[src/rtl/operand_mem_fetch.sv]
// Fetches up to two 64-bit memory operands over the dCache bus: >=3 cycles for one operand, >=5 for two, 1 with none.
// Holds the upstream stage via stallOnMemoryRdOut while busy; results are held in DONE until consumeIn.
module operand_mem_fetch #(
  parameter logic [12:0] READ_TAG = 13'b0_1_1_0000000
) (
  input  logic        clk,
  input  logic        reset,
  input  logic        canFetchIn,
  input  logic        killIn,
  input  logic        consumeIn,
  input  logic        isMemoryAccessSrc1In,
  input  logic        isMemoryAccessSrc2In,
  input  logic [63:0] memoryAddressSrc1In,
  input  logic [63:0] memoryAddressSrc2In,
  input  logic [31:0] core_memaccess_inprogress_in,
  output logic [31:0] core_memaccess_inprogress_out,
  output logic        reqcyc,
  output logic [63:0] req,
  output logic [12:0] reqtag,
  input  logic        reqack,
  input  logic        respcyc,
  input  logic [63:0] resp,
  output logic        respack,
  output logic [63:0] memoryDataSrc1Out,
  output logic [63:0] memoryDataSrc2Out,
  output logic        fetchDoneOut,
  output logic        stallOnMemoryRdOut
);

  typedef enum logic [2:0] {
    S_IDLE,
    S_REQ1,
    S_RESP1,
    S_REQ2,
    S_RESP2,
    S_DONE
  } state_e;

  state_e      state_q, state_d;
  logic        killed_q, killed_d;
  logic        mem1_q, mem1_d;
  logic        mem2_q, mem2_d;
  logic [63:0] addr1_q, addr1_d;
  logic [63:0] addr2_q, addr2_d;
  logic [63:0] data1_q, data1_d;
  logic [63:0] data2_q, data2_d;
  logic [31:0] flag_q, flag_d;

  logic start;
  logic kill_eff;
  logic busy_q;
  logic busy_d;

  assign start    = canFetchIn && !killIn;
  assign kill_eff = killed_q || killIn;

  always_ff @(posedge clk) begin
    if (reset) begin
      state_q  <= S_IDLE;
      killed_q <= 1'b0;
      mem1_q   <= 1'b0;
      mem2_q   <= 1'b0;
      addr1_q  <= 64'd0;
      addr2_q  <= 64'd0;
      data1_q  <= 64'd0;
      data2_q  <= 64'd0;
      flag_q   <= 32'd0;
    end else begin
      state_q  <= state_d;
      killed_q <= killed_d;
      mem1_q   <= mem1_d;
      mem2_q   <= mem2_d;
      addr1_q  <= addr1_d;
      addr2_q  <= addr2_d;
      data1_q  <= data1_d;
      data2_q  <= data2_d;
      flag_q   <= flag_d;
    end
  end

  always_comb begin
    state_d  = state_q;
    killed_d = killed_q;
    mem1_d   = mem1_q;
    mem2_d   = mem2_q;
    addr1_d  = addr1_q;
    addr2_d  = addr2_q;
    data1_d  = data1_q;
    data2_d  = data2_q;

    case (state_q)
      S_IDLE: begin
        if (start) begin
          mem1_d  = isMemoryAccessSrc1In;
          mem2_d  = isMemoryAccessSrc2In;
          addr1_d = memoryAddressSrc1In;
          addr2_d = memoryAddressSrc2In;
          if (isMemoryAccessSrc1In) begin
            state_d = S_REQ1;
          end else if (isMemoryAccessSrc2In) begin
            state_d = S_REQ2;
          end else begin
            state_d = S_DONE;
            data1_d = 64'd0;
            data2_d = 64'd0;
          end
        end
      end
      S_REQ1: begin
        if (killIn) killed_d = 1'b1;
        if (reqack) state_d = S_RESP1;
      end
      S_RESP1: begin
        if (killIn) killed_d = 1'b1;
        if (respcyc) begin
          // A killed transaction still drains its response, but nothing is kept.
          if (kill_eff) begin
            state_d = S_IDLE;
          end else begin
            data1_d = resp;
            state_d = mem2_q ? S_REQ2 : S_DONE;
          end
        end
      end
      S_REQ2: begin
        if (killIn) killed_d = 1'b1;
        if (reqack) state_d = S_RESP2;
      end
      S_RESP2: begin
        if (killIn) killed_d = 1'b1;
        if (respcyc) begin
          if (kill_eff) begin
            state_d = S_IDLE;
          end else begin
            data2_d = resp;
            state_d = S_DONE;
          end
        end
      end
      S_DONE: begin
        if (killIn || consumeIn) state_d = S_IDLE;
      end
      default: state_d = S_IDLE;
    endcase

    if (state_d == S_IDLE) killed_d = 1'b0;
  end

  assign busy_q = (state_q == S_REQ1) || (state_q == S_RESP1) ||
                  (state_q == S_REQ2) || (state_q == S_RESP2);
  assign busy_d = (state_d == S_REQ1) || (state_d == S_RESP1) ||
                  (state_d == S_REQ2) || (state_d == S_RESP2);

  // Flag reads as 1 for every cycle a bus transaction is outstanding.
  assign flag_d = busy_d ? 32'd1 : core_memaccess_inprogress_in;

  always_comb begin
    reqcyc = 1'b0;
    req    = 64'd0;
    reqtag = 13'd0;
    if (state_q == S_REQ1) begin
      reqcyc = 1'b1;
      req    = addr1_q;
      reqtag = READ_TAG;
    end else if (state_q == S_REQ2) begin
      reqcyc = 1'b1;
      req    = addr2_q;
      reqtag = READ_TAG;
    end
  end

  assign respack            = ((state_q == S_RESP1) || (state_q == S_RESP2)) && respcyc;
  assign fetchDoneOut       = (state_q == S_DONE);
  assign stallOnMemoryRdOut = busy_q;
  assign memoryDataSrc1Out  = data1_q;
  assign memoryDataSrc2Out  = data2_q;
  assign core_memaccess_inprogress_out = flag_q;

endmodule

[config.mk]
export PLATFORM = sky130hd
export DESIGN_NAME = operand_mem_fetch
export DESIGN_NICKNAME = d
export VERILOG_FILES = /design/src/rtl/operand_mem_fetch.sv
export SDC_FILE = /design/constraint.sdc
export NUM_CORES = 1
export LEC_CHECK = 0
export CORE_AREA = 2 2 185 187
export DETAILED_ROUTE_END_ITERATION = 10
export DIE_AREA = 0 0 187 189
export GPL_TIMING_DRIVEN = 0
export PLACE_DENSITY = 0.73
export SYNTH_ARGS = -nofsm -noshare
export SYNTH_HDL_FRONTEND = slang
export SYNTH_SLANG_ARGS = --single-unit
[constraint.sdc]
create_clock -name clk -period 3.8 [get_ports clk]
set_clock_uncertainty 0.1 [all_clocks]
set_input_delay 0.57 -clock clk [delete_from_list [all_inputs] [get_ports clk]]
set_output_delay 0.57 -clock clk [all_outputs]
set_load 0.02 [all_outputs]
==> results.tsv <==
metric	value	unit
cts.path.max_buffers	3	
numCtsBuffers	31	
static-leakage-power	5.99	nW
kind_of_critical_path	reg -> out	
die_width	187	um
max_cap_violation_count	0	
holdCritPathClass	reg -> reg	
stdcell_area	18600	sq um
worst_path_dominant_cell_family	buffers and inverters	
global_route.usage.total	26.8	%
area_growth_syn_to_layout	49.9	%
place_congestion	0.893	
synth_top_cell_area_share	47.4	%
dpl_cell_area	17600	sq um
crit_buf_inv	4	
clock_insertion_delay_worst_skew	0.57	ns
share_of_the_core_filled_with_cells	55.8	%
finalCriticalPeriod	3.66	ns
synth-compound-area-share	20.7	%
hpwlAfterDp	37300	um
peakVddDrop	0.326	mV
timing.final.hold_violations	0	
h-tree-depth	1	
met2_usage	47.5	%
synthesis.area_per_instance	8.55	sq um
grtUsageMet3	8.77	%
cts.sinks	293	
fin_nets	2182	
worst-endpoint-arrival	2.99	ns
grt_first_pass_wirelength	74700	um
yosys_warnings	0	
synth-seq-cells	293	
viasPerCell	5.38	
routed-via-count	13018	
synth_top_family_by_area	compound AO/OA/AOI/OAI gates	
placed_cells_incl_taps	2366	
ctsRootBufferMaster	sky130_fd_sc_hd__clkbuf_16	
cp_slowest_stage_delay	0.65	ns
yosysSeqAreaShare	47.4	%
synth-xor-area-share	0.141	%
synth_area_leaders	sky130_fd_sc_hd__dfxtp_1 (47%), sky130_fd_sc_hd__a21oi_1 (10%), sky130_fd_sc_hd__o311ai_0 (9.1%), sky130_fd_sc_hd__nand2_1 (7.9%), sky130_fd_sc_hd__nand3_1 (5.2%)	
finalMaxSlewViolations	0	
buffer_ports.inserted	460	
drc_errors_left	0	
synthDistinctLibCells	35	
synthesis.instances	1448	
worstPathRequired	3.13	ns
share_of_layout_cells_above_drive_strength_1	6.65	%
drt.antenna.violating_nets	0	
async_set_or_reset_flop_fraction_in_the_synthesized_netlist	0	%
finalWorstSetupSlack	0.137	ns
grt_util_met1	29.4	%
layout_worst_path_cycle_share	96.4	%
number_of_i_o_pins	474	
preCtsSetupSlack	-0.0888	ns
vias_in_the_first_global_route	13074	
status	completed	
synth_commonest_cells	sky130_fd_sc_hd__dfxtp_1 (293), sky130_fd_sc_hd__nand2_1 (261), sky130_fd_sc_hd__a21oi_1 (258), sky130_fd_sc_hd__nand3_1 (129), sky130_fd_sc_hd__o311ai_0 (128)	
grt_max_degree	16	
fp-row-count	67	
antenna_found_initial	4	
end_kind	output port	
relSlewSlack	25.5	%
synth_largest_area_cell	sky130_fd_sc_hd__dfxtp_1	
first_iter_violations	745	
post_synth_edffs	0	
rsz0062_at_grt	false	
fmax	0.273	GHz
dieHeight	189	um
final_cell_count_no_fill	2420	
setup.worst_path.start_class	flop	
yosys-mux-area-fraction	5.17	%
postSynth.topFlopCell	sky130_fd_sc_hd__dfxtp_1	
timing.critical_path.fanout_max	10	
drt_wl_total	49300	um
power.density	390	nW/um^2
final.hold.worst_slack	0.353	ns
path_clk_slew	0.06	ns
post_synth_fa_ha_maj_area_fraction	0	%
globalRoute.totalOverflow	0	
cts_tree	done	
globalRoute.busiestLayer	met2	
yosys.cell_count.top_type	sky130_fd_sc_hd__dfxtp_1	
floorplan.initialDensity	37.2	%
netlist_area	12400	sq um
worstPathCellList	buf_4, clkbuf_1, buf_2, mux2i_1, nor2_1, clkdlybuf4s50_1	
worst_path_max_delay_cell	sky130_fd_sc_hd__clkdlybuf4s50_1	
postCtsSetupBuffers	0	
wire_per_inst	20.4	um
core_region_area	33300	sq um
filler_cell_count	3030	
design.die.area	35300	sq um
first_pass_iters	5	
tightestPinTransition	1.12	ns
post_synth_and_or_nand_nor_area_fraction	20.1	%
report.final.setup_viol	0	
## where the power goes
| group | switching, mW | internal (mW) | total [mW] | leakage (nW) |
|---|---|---|---|---|
| Sequential | 0.0531 | 3.19 | 3.24 | 2.38 |
| Clock | 1.23 | 1.64 | 2.87 | 0.472 |
| Combinational | 0.636 | 0.500 | 1.14 | 3.14 |
| Total | 1.92 | 5.33 | 7.25 | 5.99 |
## state kept, by name (all words and copies together) (netlist names)
register	flops
memoryDataSrc2Out	64
core_memaccess_inprogress_out	32
addr1_q	64
killed_q	1
state_q	3
mem2_q	1
memoryDataSrc1Out	64
addr2_q	64
## cells by family (layout without fill, tap and decap cells)
| family | Yosys count | in the layout |
|---|---|---|
| AOI/OAI and AO/OA | 400 | 400 |
| xor gates and xnor gates | 2 | 2 |
| buffers and inverters | 184 | 695 |
| DFF | 293 | 293 |
| muxes | 64 | 64 |
| other | 1 | 14 |
| and+or+nand+nor | 504 | 504 |
## metal layers
| metal | vias up | routed length (um) | part of all wire [%] |
|---|---|---|---|
| li1 | 6165 | - | - |
| met1 | 6175 | 18600 | 38 |
| met2 | 565 | 24000 | 49 |
| met3 | 109 | 4620 | 9.4 |
| met4 | 4 | 2050 | 4.1 |
| met5 | - | 23 | 0.047 |
## tightest hold or removal path, cell delays in order (launching register included)
cell and delay (ns):
sky130_fd_sc_hd__dfxtp_1 0.31, sky130_fd_sc_hd__nand2_1 0.05, sky130_fd_sc_hd__a21oi_1 0.05
## layout make-up
type	instances	area [sq um]	share of cell area (%)
Inverter	5	18.8	0.101
Clock inverter	7	41.3	0.222
Tap cell	448	561	3.02
Buffer	177	795	4.28
Clock buffer	46	912	4.91
Multi-Input combinational cell	981	5760	31.0
Timing Repair Buffer	460	4600	24.8
Sequential cell	293	5870	31.6
Antenna cell	3	7.51	0.0404
## what timing repair did
item | in CTS | in global routing
pin swaps | 0 | 0
hold buffers | 0 | 0
gates resized for setup | 10 | 0
setup endpoints to repair | 50 | 1
## worst paths after layout
path / endpoint / cells past startpoint / slack [ns] / startpoint
worst max register to register: addr2_q[40] / 8 / 0.99 / state_q[0]
worst min-delay path: addr1_q[20] / 2 / 0.35 / addr1_q[20]
worst max-delay path: req[53] / 6 / 0.14 / state_q[1]
worst min register to register: addr1_q[20] / 2 / 0.35 / addr1_q[20]
## placed cells by master (no fill, tap or decap), types with 31 or more instances in the layout
cell,instances
sky130_fd_sc_hd__clkdlybuf4s50_1,460
sky130_fd_sc_hd__dfxtp_1,293
sky130_fd_sc_hd__nand2_1,261
sky130_fd_sc_hd__a21oi_1,258
sky130_fd_sc_hd__clkbuf_1,129
sky130_fd_sc_hd__nand3_1,129
sky130_fd_sc_hd__o311ai_0,128
sky130_fd_sc_hd__nor2_1,70
sky130_fd_sc_hd__mux2i_1,64
sky130_fd_sc_hd__clkbuf_16,31
## per-stage QoR
| step | total power, mW | setup TNS (ns) |
|---|---|---|
| final | 7.25 | 0 |
| after global routing | 7.53 | 0 |
| after CTS | 7.30 | 0 |
| after detailed placement | 4.43 | -0.0888 |
| after global placement | 4.42 | -0.0990 |
| after floorplan | 3.87 | 0 |
Note: power is estimated with default switching activity, not from simulation.
